File: config.mk
export PLATFORM = sky130hd
export DESIGN_NAME = spi_pin_engine_flat
export DESIGN_NICKNAME = d
export VERILOG_FILES = /design/src/rtl/spi_pin_engine_if.sv /design/src/rtl/spi_pin_engine.sv /design/src/flat_wrapper.sv
export SDC_FILE = /design/constraint.sdc
export NUM_CORES = 1
export LEC_CHECK = 0
export CAP_MARGIN = 15
export CORE_MARGIN = 4
export CORE_UTILIZATION = 54
export DETAILED_ROUTE_END_ITERATION = 8
export HOLD_SLACK_MARGIN = 0.1
export PLACE_DENSITY = 0.75
export SYNTH_ARGS = -nofsm -noshare
export SYNTH_HDL_FRONTEND = slang
export SYNTH_SLANG_ARGS = --single-unit
File: constraint.sdc
create_clock -name clock -period 2.5 [get_ports clock]
set_input_delay 0.5 -clock clock [delete_from_list [all_inputs] [get_ports clock]]
set_output_delay 0.5 -clock clock [all_outputs]
set_load 0.01 [all_outputs]
File: src/rtl/spi_pin_engine_if.sv
// Command/response handshake bundle between a host and the SPI pin engine.
interface spi_pin_engine_if;
  localparam int unsigned CMD_W = 10;
  localparam int unsigned RSP_W = 8;

  logic             cmd_valid;
  logic [CMD_W-1:0] cmd_data;
  logic             cmd_ready;
  logic             rsp_valid;
  logic [RSP_W-1:0] rsp_data;
  logic             rsp_ready;

  modport master (
    output cmd_valid, cmd_data, rsp_ready,
    input  cmd_ready, rsp_valid, rsp_data
  );

  modport slave (
    input  cmd_valid, cmd_data, rsp_ready,
    output cmd_ready, rsp_valid, rsp_data
  );
endinterface

File: src/rtl/spi_pin_engine.sv
// SPI master pin engine: CS control and byte transfers on raw pin-buffer signals.
module spi_pin_engine #(
  parameter int unsigned DIV_WIDTH = 8
) (
  input  logic                 clock,
  input  logic                 reset,
  input  logic                 enable,
  input  logic [DIV_WIDTH-1:0] clkdiv,
  input  logic                 cpol,
  input  logic                 cpha,
  spi_pin_engine_if.slave      bus,
  output logic                 busy,
  output logic                 mosi_dout,
  output logic                 mosi_oe,
  output logic                 sclk_dout,
  output logic                 sclk_oe,
  output logic                 cs_dout,
  output logic                 cs_oe,
  input  logic                 miso_din
);

  localparam int unsigned HIDX_W = 4;
  localparam int unsigned BYTE_W = 8;

  localparam logic [1:0] OP_CS_ASSERT   = 2'b00;
  localparam logic [1:0] OP_CS_DEASSERT = 2'b01;
  localparam logic [1:0] OP_XFER        = 2'b10;

  localparam logic [HIDX_W-1:0] LAST_HALF = HIDX_W'(15);

  typedef enum logic [1:0] {IDLE, CS_SET, SHIFT, RESP} state_t;

  state_t                state_q, state_d;
  logic [DIV_WIDTH-1:0]  cnt_q, cnt_d;
  logic [DIV_WIDTH-1:0]  div_q, div_d;
  logic                  cpha_q, cpha_d;
  logic [HIDX_W-1:0]     hidx_q, hidx_d;
  logic [BYTE_W-1:0]     tx_q, tx_d;
  logic [BYTE_W-1:0]     rx_q, rx_d;
  logic [BYTE_W-1:0]     rsp_data_q, rsp_data_d;
  logic                  rsp_valid_q, rsp_valid_d;
  logic                  busy_q, busy_d;
  logic                  mosi_q, mosi_d;
  logic                  sclk_q, sclk_d;
  logic                  cs_q, cs_d;
  logic                  oe_q, oe_d;
  logic                  armed_q, armed_d;

  logic [1:0]            opcode;
  logic [BYTE_W-1:0]     tx_byte;
  logic                  accept;
  logic                  sample_edge;

  assign opcode        = bus.cmd_data[9:8];
  assign tx_byte       = bus.cmd_data[7:0];
  // armed_q keeps cmd_ready low until the first cycle after reset releases
  assign bus.cmd_ready = (state_q == IDLE) && enable && !rsp_valid_q && armed_q;
  assign accept        = bus.cmd_valid && bus.cmd_ready;

  assign bus.rsp_valid = rsp_valid_q;
  assign bus.rsp_data  = rsp_data_q;
  assign busy          = busy_q;
  assign mosi_dout     = mosi_q;
  assign sclk_dout     = sclk_q;
  assign cs_dout       = cs_q;
  assign mosi_oe       = oe_q;
  assign sclk_oe       = oe_q;
  assign cs_oe         = oe_q;

  // Next-state, shift datapath and pin levels
  always_comb begin
    state_d     = state_q;
    cnt_d       = cnt_q;
    div_d       = div_q;
    cpha_d      = cpha_q;
    hidx_d      = hidx_q;
    tx_d        = tx_q;
    rx_d        = rx_q;
    rsp_data_d  = rsp_data_q;
    rsp_valid_d = rsp_valid_q;
    mosi_d      = mosi_q;
    sclk_d      = sclk_q;
    cs_d        = cs_q;
    oe_d        = enable;
    armed_d     = 1'b1;
    // even half-periods end on a leading edge; cpha picks which edge samples
    sample_edge = (~hidx_q[0]) ^ cpha_q;

    case (state_q)
      IDLE: begin
        sclk_d = cpol;
        if (accept) begin
          div_d  = clkdiv;
          cpha_d = cpha;
          cnt_d  = clkdiv;
          case (opcode)
            OP_CS_ASSERT: begin
              cs_d    = 1'b0;
              state_d = CS_SET;
            end
            OP_CS_DEASSERT: begin
              cs_d    = 1'b1;
              state_d = CS_SET;
            end
            OP_XFER: begin
              state_d = SHIFT;
              hidx_d  = '0;
              rx_d    = '0;
              if (cpha) begin
                tx_d = tx_byte;
              end else begin
                mosi_d = tx_byte[7];
                tx_d   = {tx_byte[6:0], 1'b0};
              end
            end
            default: ;
          endcase
        end
      end

      CS_SET: begin
        if (cnt_q == '0) begin
          state_d = IDLE;
        end else begin
          cnt_d = cnt_q - DIV_WIDTH'(1);
        end
      end

      SHIFT: begin
        if (cnt_q != '0) begin
          cnt_d = cnt_q - DIV_WIDTH'(1);
        end else begin
          cnt_d  = div_q;
          hidx_d = hidx_q + HIDX_W'(1);
          sclk_d = ~sclk_q;
          if (sample_edge) begin
            rx_d = {rx_q[6:0], miso_din};
          end else begin
            mosi_d = tx_q[7];
            tx_d   = {tx_q[6:0], 1'b0};
          end
          if (hidx_q == LAST_HALF) begin
            state_d     = RESP;
            rsp_valid_d = 1'b1;
            rsp_data_d  = rx_d;
          end
        end
      end

      RESP: begin
        if (bus.rsp_ready) begin
          state_d     = IDLE;
          rsp_valid_d = 1'b0;
        end
      end

      default: state_d = IDLE;
    endcase

    // losing enable abandons whatever was in flight
    if (!enable) begin
      state_d     = IDLE;
      cs_d        = 1'b1;
      sclk_d      = cpol;
      rsp_valid_d = 1'b0;
    end

    busy_d = (state_d != IDLE);
  end

  // State and datapath registers with synchronous reset
  always_ff @(posedge clock) begin
    if (reset) begin
      state_q     <= IDLE;
      cnt_q       <= '0;
      div_q       <= '0;
      cpha_q      <= 1'b0;
      hidx_q      <= '0;
      tx_q        <= '0;
      rx_q        <= '0;
      rsp_data_q  <= '0;
      rsp_valid_q <= 1'b0;
      busy_q      <= 1'b0;
      mosi_q      <= 1'b0;
      sclk_q      <= 1'b0;
      cs_q        <= 1'b1;
      oe_q        <= 1'b0;
      armed_q     <= 1'b0;
    end else begin
      state_q     <= state_d;
      cnt_q       <= cnt_d;
      div_q       <= div_d;
      cpha_q      <= cpha_d;
      hidx_q      <= hidx_d;
      tx_q        <= tx_d;
      rx_q        <= rx_d;
      rsp_data_q  <= rsp_data_d;
      rsp_valid_q <= rsp_valid_d;
      busy_q      <= busy_d;
      mosi_q      <= mosi_d;
      sclk_q      <= sclk_d;
      cs_q        <= cs_d;
      oe_q        <= oe_d;
      armed_q     <= armed_d;
    end
  end

endmodule

File: src/flat_wrapper.sv
// flat-port wrapper written by rule: the top's interface ports become plain ports
module spi_pin_engine_flat 
#(
  parameter int unsigned DIV_WIDTH = 8
)
  (clock, reset, enable, clkdiv, cpol, cpha, busy, mosi_dout, mosi_oe, sclk_dout, sclk_oe, cs_dout, cs_oe, miso_din, bus_cmd_valid, bus_cmd_data, bus_rsp_ready, bus_cmd_ready, bus_rsp_valid, bus_rsp_data);
  spi_pin_engine_if bus_i ();
  input  logic clock;
  input  logic reset;
  input  logic enable;
  input  logic [DIV_WIDTH-1:0] clkdiv;
  input  logic cpol;
  input  logic cpha;
  output logic busy;
  output logic mosi_dout;
  output logic mosi_oe;
  output logic sclk_dout;
  output logic sclk_oe;
  output logic cs_dout;
  output logic cs_oe;
  input  logic miso_din;
  input wire logic [$bits(bus_i.cmd_valid)-1:0] bus_cmd_valid;
  input wire logic [$bits(bus_i.cmd_data)-1:0] bus_cmd_data;
  input wire logic [$bits(bus_i.rsp_ready)-1:0] bus_rsp_ready;
  output wire logic [$bits(bus_i.cmd_ready)-1:0] bus_cmd_ready;
  output wire logic [$bits(bus_i.rsp_valid)-1:0] bus_rsp_valid;
  output wire logic [$bits(bus_i.rsp_data)-1:0] bus_rsp_data;
  assign bus_i.cmd_valid = bus_cmd_valid;
  assign bus_i.cmd_data = bus_cmd_data;
  assign bus_i.rsp_ready = bus_rsp_ready;
  assign bus_cmd_ready = bus_i.cmd_ready;
  assign bus_rsp_valid = bus_i.rsp_valid;
  assign bus_rsp_data = bus_i.rsp_data;
  spi_pin_engine #(.DIV_WIDTH(DIV_WIDTH)) u_core (.clock(clock), .reset(reset), .enable(enable), .clkdiv(clkdiv), .cpol(cpol), .cpha(cpha), .bus(bus_i), .busy(busy), .mosi_dout(mosi_dout), .mosi_oe(mosi_oe), .sclk_dout(sclk_dout), .sclk_oe(sclk_oe), .cs_dout(cs_dout), .cs_oe(cs_oe), .miso_din(miso_din));
endmodule
==> results of run 1 <==
-- path summary, 6_finish.rpt --
kind / cells past startpoint / start / endpoint
hold / removal: 2 / u_core.tx_q[7] / u_core.tx_q[7]
setup reg to reg: 6 / u_core.cnt_q[0] / u_core.cnt_q[2]
hold reg to reg: 2 / u_core.tx_q[7] / u_core.tx_q[7]
setup / recovery: 5 / u_core.state_q[0] / bus_cmd_ready
-- cell usage after synthesis, drive strengths merged, types with 2 or more instances --
cell type,number
a21oi,15
nand2b,3
a21boi,3
a41oi,6
a31o,8
o31ai,2
nand4b,3
dfxtp,54
nor3b,2
a32o,9
nor3,10
o21ai,21
nand4,4
or4,2
mux2i,18
xnor2,3
ha,9
a21o,2
nor2,15
or2,7
o311a,6
o221ai,3
nor4,4
o22ai,2
clkbuf,14
inv,14
nor2b,2
a311oi,9
o211ai,2
nand2,49
nand3,13
a211oi,2
buf,8
-- per-layer routing --
layer  track usage  up-vias  routed length [um]
met1        0.3324     1335                3480
met3       0.03688       13                 348
met2        0.3877       69                3703
met4       0.09136        0                 147
li1              -     1388                   -
met5             0        -                   0
-- per-stage QoR --
stage | util | total power [W]
finish | 0.7005 | 0.001887
global placement | 0.6784 | 0.001311
floorplan | - | 0.001172
CTS | 0.6990 | 0.001896
global route | 0.7005 | 0.001979
detailed placement | 0.6784 | 0.001318
-- worst reg2reg max path, delay by kind of cell (launching register included) --
| kind | cells | cell delay (ns) |
|---|---|---|
| AO/OA/AOI/OAI | 3 | 0.85 |
| adder cells (fa/ha/maj) | 1 | 0.26 |
| flip-flops | 1 | 0.37 |
| buffers and inverters | 1 | 0.10 |
| AND/OR/NAND/NOR | 1 | 0.64 |
-- timing repair --
item | in CTS | in global routing
hold buffers | 0 | 0
cloned | 0 | 0
endpoints found under the setup margin | 1 | 1
buffers inserted | 0 | 1
resized for setup | 1 | 1
-- kinds of logic (layout without fill, tap and decap cells) --
family,after synthesis,after routing,synth area share
AND/OR/NAND/NOR,120,120,0.2078
AO/OA/AOI/OAI,103,103,0.2600
flip-flops,54,54,0.3641
buffers and inverters,37,87,0.05773
multiplexers,18,18,0.06068
adder cells (fa/ha/maj),9,9,0.03793
XOR/XNOR,4,4,0.01180
-- cell type report --
type / count / area, sq um / share of cell area
well taps: 70 / 87.58 / 0.02402
clock buffers: 5 / 68.82 / 0.01887
clock inverters: 2 / 38.79 / 0.01064
multi-input cells: 254 / 1717 / 0.4708
repair buffers: 66 / 600.6 / 0.1647
flip-flops and latches: 54 / 1081 / 0.2965
inverters: 14 / 52.55 / 0.01441
-- layout by cell type (no fill, tap or decap), types with 12 or more instances in the layout --
cell and count:
a21oi_1 15, buf_4 24, clkdlybuf4s50_1 42, dfxtp_1 54, inv_1 12, mux2i_1 18
nand2_1 49, nand3_1 13, nor2_1 14, o21ai_0 21
-- flip-flops by register name (all words and copies together), names as in the netlist --
register / cells
u_core.state_q: 2
u_core.mosi_dout: 1
u_core.cs_oe: 1
u_core.bus.rsp_valid: 1
u_core.div_q: 8
u_core.sclk_dout: 1
u_core.armed_q: 1
u_core.busy: 1
u_core.tx_q: 8
u_core.cpha_q: 1
u_core.rx_q: 8
u_core.cs_dout: 1
u_core.cnt_q: 8
u_core.hidx_q: 4
u_core.bus.rsp_data: 8
-- power groups by stage --
stage	Clock (W)	Combinational (W)	Sequential [W]
floorplan	0	0.000249	0.000924
global placement	0	0.000380	0.000930
detailed placement	0	0.000387	0.000931
CTS	0.000596	0.000389	0.000911
global route	0.000631	0.000431	0.000917
finish	0.000579	0.000395	0.000913
==> results.py, run 1 <==
metrics = {
    "timing": {
        "fin_hold_ws_ns": 0.4608,
        "fin_crit_sh": 0.9442,
        "rsz0062_at_grt": "false",
        "drv_slew": 0,
        "period_minus_slack_ns": 2.361,
        "timing.slew.headroom": 0.5942,
        "worst_pin_slew_ns": 0.6065,
        "setup_viol": 0,
        "finalHoldViolCount": 0,
        "layout_setup_ws_ns": 0.1395,
        "fmax_ghz": 0.4236,
        "skew_ns": 0.004063,
        "setup-tns-final_ns": 0,
    },
    "floorplanning": {
        "die_height_um": 82.15,
        "start_util": 0.5704,
        "fp.dieW_um": 82.15,
        "io_pins": 43,
        "row_count": 26,
        "die_area_sq_um": 6749,
        "core_sq_um": 5205,
    },
    "setup_path": {
        "cp_cell_sequence": "inv_2 > ha_1 > nand4b_1 > inv_2 > clkdlybuf4s50_1",
        "required_ns": 2.00,
        "cp_top_family": "buffers and inverters",
        "cpMaxStageDelayCell": "clkdlybuf4s50_1",
        "critPathCaptureType": "output pin",
        "cp.arrival_ns": 1.86,
        "critPathKind": "reg2out",
        "critPathLaunchType": "flop",
        "rrSetupSlack_ns": 0.18,
        "crit_path_frequent_cell": "inv_2",
        "critPathMaxStageDelay_ns": 0.55,
        "cp_max_fo": 6,
        "critPathBufInv": 3,
    },
    "detailed_routing": {
        "num_vias": 2805,
        "vias_per_cell": 6.032,
        "antenna_left": 0,
        "wire_per_inst_um": 16.51,
        "drt_wl_total_um": 7679,
        "first_pass_iters": 5,
        "drc_errors": 0,
        "drtIter0Drc": 146,
    },
    "clock_tree": {
        "clock_path_buffers": 2,
        "clk_pin_slew_ns": 0.09,
        "clk_latency_ns": 0.30,
        "h-tree-depth": 2,
        "numCtsBuffers": 5,
        "cts_tree": "built",
        "cts_root_buf": "clkbuf_8",
        "cts_num_sinks": 54,
    },
    "synthesis": {
        "synthesis.area_sq_um": 2969,
        "mappedNetlistNets": 380,
        "ys.flop_type": "dfxtp_1",
        "ys_seq_area_frac": 0.3641,
        "synth_area_leaders": "dfxtp_1 (36%), nand2_1 (6.2%), mux2i_1 (6.1%), ha_1 (3.8%), o21ai_0 (3.5%)",
        "async_flop_share": 0,
        "synthDistinctLibCells": 62,
        "yosysWarnings": 0,
        "synth_seq_cells": 54,
        "yosys.area.top_type": "dfxtp_1",
        "netlist_instances": 345,
        "synth_top_area_share": 0.3641,
        "syn_avg_cell_area_sq_um": 8.606,
        "synth-edff-count": 0,
    },
    "power": {
        "p_per_area_nw_per_um2": 517.5,
        "clockPowerShare": 0.307,
        "switchingPower_w": 0.0005279,
        "vdd_ir_drop_max_mv": 0.3009,
        "p_int_w": 0.001359,
        "combPwrFrac": 0.210,
        "power.leakage_nw": 1.323,
        "seqPwrFrac": 0.484,
        "p_sw_frac": 0.2798,
    },
    "layout": {
        "syn_to_final_growth_pct": 22.80,
        "fin_area_sq_um": 3646,
        "finalNetCount": 430,
        "diodes": 0,
        "fin_cells": 465,
        "drive_above_1_share": 0.1443,
        "nFillCells": 470,
    },
    "global_route": {
        "grt_max_degree": 35,
        "overflow": 0,
        "antenna_found_initial": 0,
        "globalRouteTotalUtil": 0.2434,
        "first_global_vias": 2632,
        "grt_pass1_wl_um": 12790,
    },
    "placement": {
        "gp_congestion": 0.8891,
        "dp_hpwl_um": 5556,
        "portBuffers": 42,
        "placed_area_sq_um": 3531,
        "placed_cells": 457,
        "dp_slack_ns": 0.02235,
    },
    "run_status": {
        "status": "complete, no violations",
    },
    "run": {
        "drv_cap": 0,
    },
    "worst_hold_path": {
        "hold_class": "reg2reg",
    },
}
(Power assumes the default switching activity.)
==> run 2: changes to the inputs <==
--- a/config.mk
+++ b/config.mk
@@ -6,11 +6,14 @@
 export NUM_CORES = 1
 export LEC_CHECK = 0
 export CAP_MARGIN = 15
+export CELL_PAD_IN_SITES_DETAIL_PLACEMENT = 0
+export CELL_PAD_IN_SITES_GLOBAL_PLACEMENT = 1
 export CORE_MARGIN = 4
-export CORE_UTILIZATION = 54
+export CORE_UTILIZATION = 41
 export DETAILED_ROUTE_END_ITERATION = 8
 export HOLD_SLACK_MARGIN = 0.1
-export PLACE_DENSITY = 0.75
+export PLACE_DENSITY = 0.76
+export SETUP_SLACK_MARGIN = 0.5
 export SYNTH_ARGS = -nofsm -noshare
 export SYNTH_HDL_FRONTEND = slang
 export SYNTH_SLANG_ARGS = --single-unit
==> results.py, run 2 (synthesis gave the netlist of run 1 again) <==
metrics = {
    "clock_tree": {
        "cts_hold_buffers": 0,
        "cts_tree": "built",
        "clk_pin_slew_ns": 0.10,
        "h-tree-depth": 2,
        "clock_path_buffers": 2,
        "cts_num_sinks": 54,
        "numCtsBuffers": 5,
        "clk_latency_ns": 0.31,
        "cts_root_buf": "clkbuf_8",
    },
    "detailed_routing": {
        "first_pass_iters": 5,
        "antenna_left": 0,
        "drt_wl_total_um": 8449,
        "wire_per_inst_um": 16.70,
        "drc_errors": 0,
        "drtIter0Drc": 112,
        "num_vias": 2911,
        "vias_per_cell": 5.753,
    },
    "placement": {
        "placed_area_sq_um": 3640,
        "gp_congestion": 0.8859,
        "portBuffers": 42,
        "dp_hpwl_um": 5898,
    },
    "setup_path": {
        "critPathKind": "in2reg",
        "cp.arrival_ns": 2.16,
        "cp_cell_sequence": "clkdlybuf4s50_1 > nand4b_1 > inv_2 > buf_6 > a22oi_2 > buf_4 > o311a_1 > a31o_2",
        "cp_max_fo": 7,
        "cpMaxStageDelayCell": "clkdlybuf4s50_1",
        "critPathLaunchType": "primary input",
        "critPathMaxStageDelay_ns": 0.48,
        "cp_top_family": "buffers and inverters",
        "critPathCaptureType": "flop",
        "critPathBufInv": 4,
        "required_ns": 2.71,
    },
    "floorplanning": {
        "start_util": 0.4299,
        "io_pins": 43,
        "die_height_um": 93.10,
        "core_sq_um": 6907,
        "row_count": 30,
        "fp.dieW_um": 93.10,
        "die_area_sq_um": 8668,
    },
    "power": {
        "vdd_ir_drop_max_mv": 0.2308,
        "finalPower_w": 0.001889,
        "power.leakage_nw": 1.417,
        "p_per_area_nw_per_um2": 484.0,
    },
    "worst_hold_path": {
        "hold_class": "reg2reg",
    },
    "timing": {
        "skew_ns": 0.008143,
        "worst_pin_slew_ns": 0.6065,
        "setup_viol": 0,
        "fin_crit_sh": 0.7827,
        "fmax_ghz": 0.5111,
        "rsz0062_at_grt": "true",
        "finalHoldViolCount": 0,
        "timing.slew.headroom": 0.5952,
        "setup-tns-final_ns": 0,
        "drv_slew": 0,
        "period_minus_slack_ns": 1.957,
    },
    "global_route": {
        "antenna_found_initial": 0,
        "overflow": 0,
        "grt_max_degree": 26,
        "globalRouteTotalUtil": 0.1947,
        "first_global_vias": 2793,
        "grt_pass1_wl_um": 13700,
    },
    "layout": {
        "final_cell_mix": "dfxtp_1 (50), nand2_1 (49), clkdlybuf4s50_1 (41)",
        "finalNetCount": 444,
        "fin_area_sq_um": 3902,
        "syn_to_final_growth_pct": 31.44,
        "diodes": 0,
        "drive_above_1_share": 0.2268,
        "layout_commonest_cell": "dfxtp_1",
    },
    "run": {
        "drv_cap": 0,
    },
    "run_status": {
        "status": "complete, no violations",
    },
}
-- run 2: changes by cell type in the layout (fill, tap and decap cells not counted), sizes merged --
cell and delta:
clkinv +1, clkbuf +2, clkdlybuf4s50 -1, clkinvlp +1, buf +13, bufinv -1
-- run 2: path summary, 6_finish.rpt --
| path | end | slack (ns) | depth (start not counted) | start |
|---|---|---|---|---|
| worst max-delay path | u_core.tx_q[3] | 0.54 | 8 | enable |
| worst min-delay path | u_core.tx_q[7] | 0.47 | 2 | u_core.tx_q[7] |
| worst max register to register | u_core.bus.rsp_data[7] | 0.56 | 5 | u_core.cnt_q[5] |
| worst min register to register | u_core.tx_q[7] | 0.47 | 2 | u_core.tx_q[7] |
-- run 2: worst min-delay path: stages, from the launching register on --
cell	delay (ns)
dfxtp_1	0.32
nand2_1	0.05
mux2i_1	0.05
-- run 2: repair_timing --
action | in CTS | in global routing
setup buffers | 3 | 5
gates cloned | 0 | 1
endpoints found under the setup margin | 27 | 30
pin swaps | 3 | 8
gates resized for setup | 14 | 19
-- run 2: where the power goes --
part	internal, W	leakage, nW	switching, W
logic	0.000223	0.933	0.000246
registers	0.000885	0.440	0.0000303
clock network	0.000198	0.0441	0.000306
-- run 2: routing by layer --
| metal | routed length (um) | GRT usage | up-vias |
|---|---|---|---|
| li1 | - | - | 1425 |
| met1 | 3701 | 0.2594 | 1388 |
| met2 | 4241 | 0.3251 | 90 |
| met3 | 425 | 0.03379 | 8 |
| met4 | 81 | 0.05128 | 0 |
| met5 | 0 | 0 | - |
-- run 2: per-stage QoR --
stage	utilization	instances	hold slack (ns)	worst slack, ns
6_report	0.5650	506	0.4680	0.5433
5_1_grt	0.5650	506	0.4932	0.4938
4_1_cts	0.5489	500	0.4733	0.4874
2_1_floorplan	-	345	0.4344	0.4692
3_3_place_gp	0.5270	489	0.4504	0.06104
3_5_place_dp	0.5270	489	0.4553	0.01092
-- run 2: layout make-up --
| class | count | area, sq um |
|---|---|---|
| inverters | 14 | 52.55 |
| fillers | 679 | 3004 |
| clock inverters | 3 | 21.27 |
| repair buffers | 80 | 734.5 |
| multi-input cells | 254 | 1817 |
| flip-flops and latches | 54 | 1089 |
| clock buffers | 5 | 68.82 |
| well taps | 96 | 120.1 |
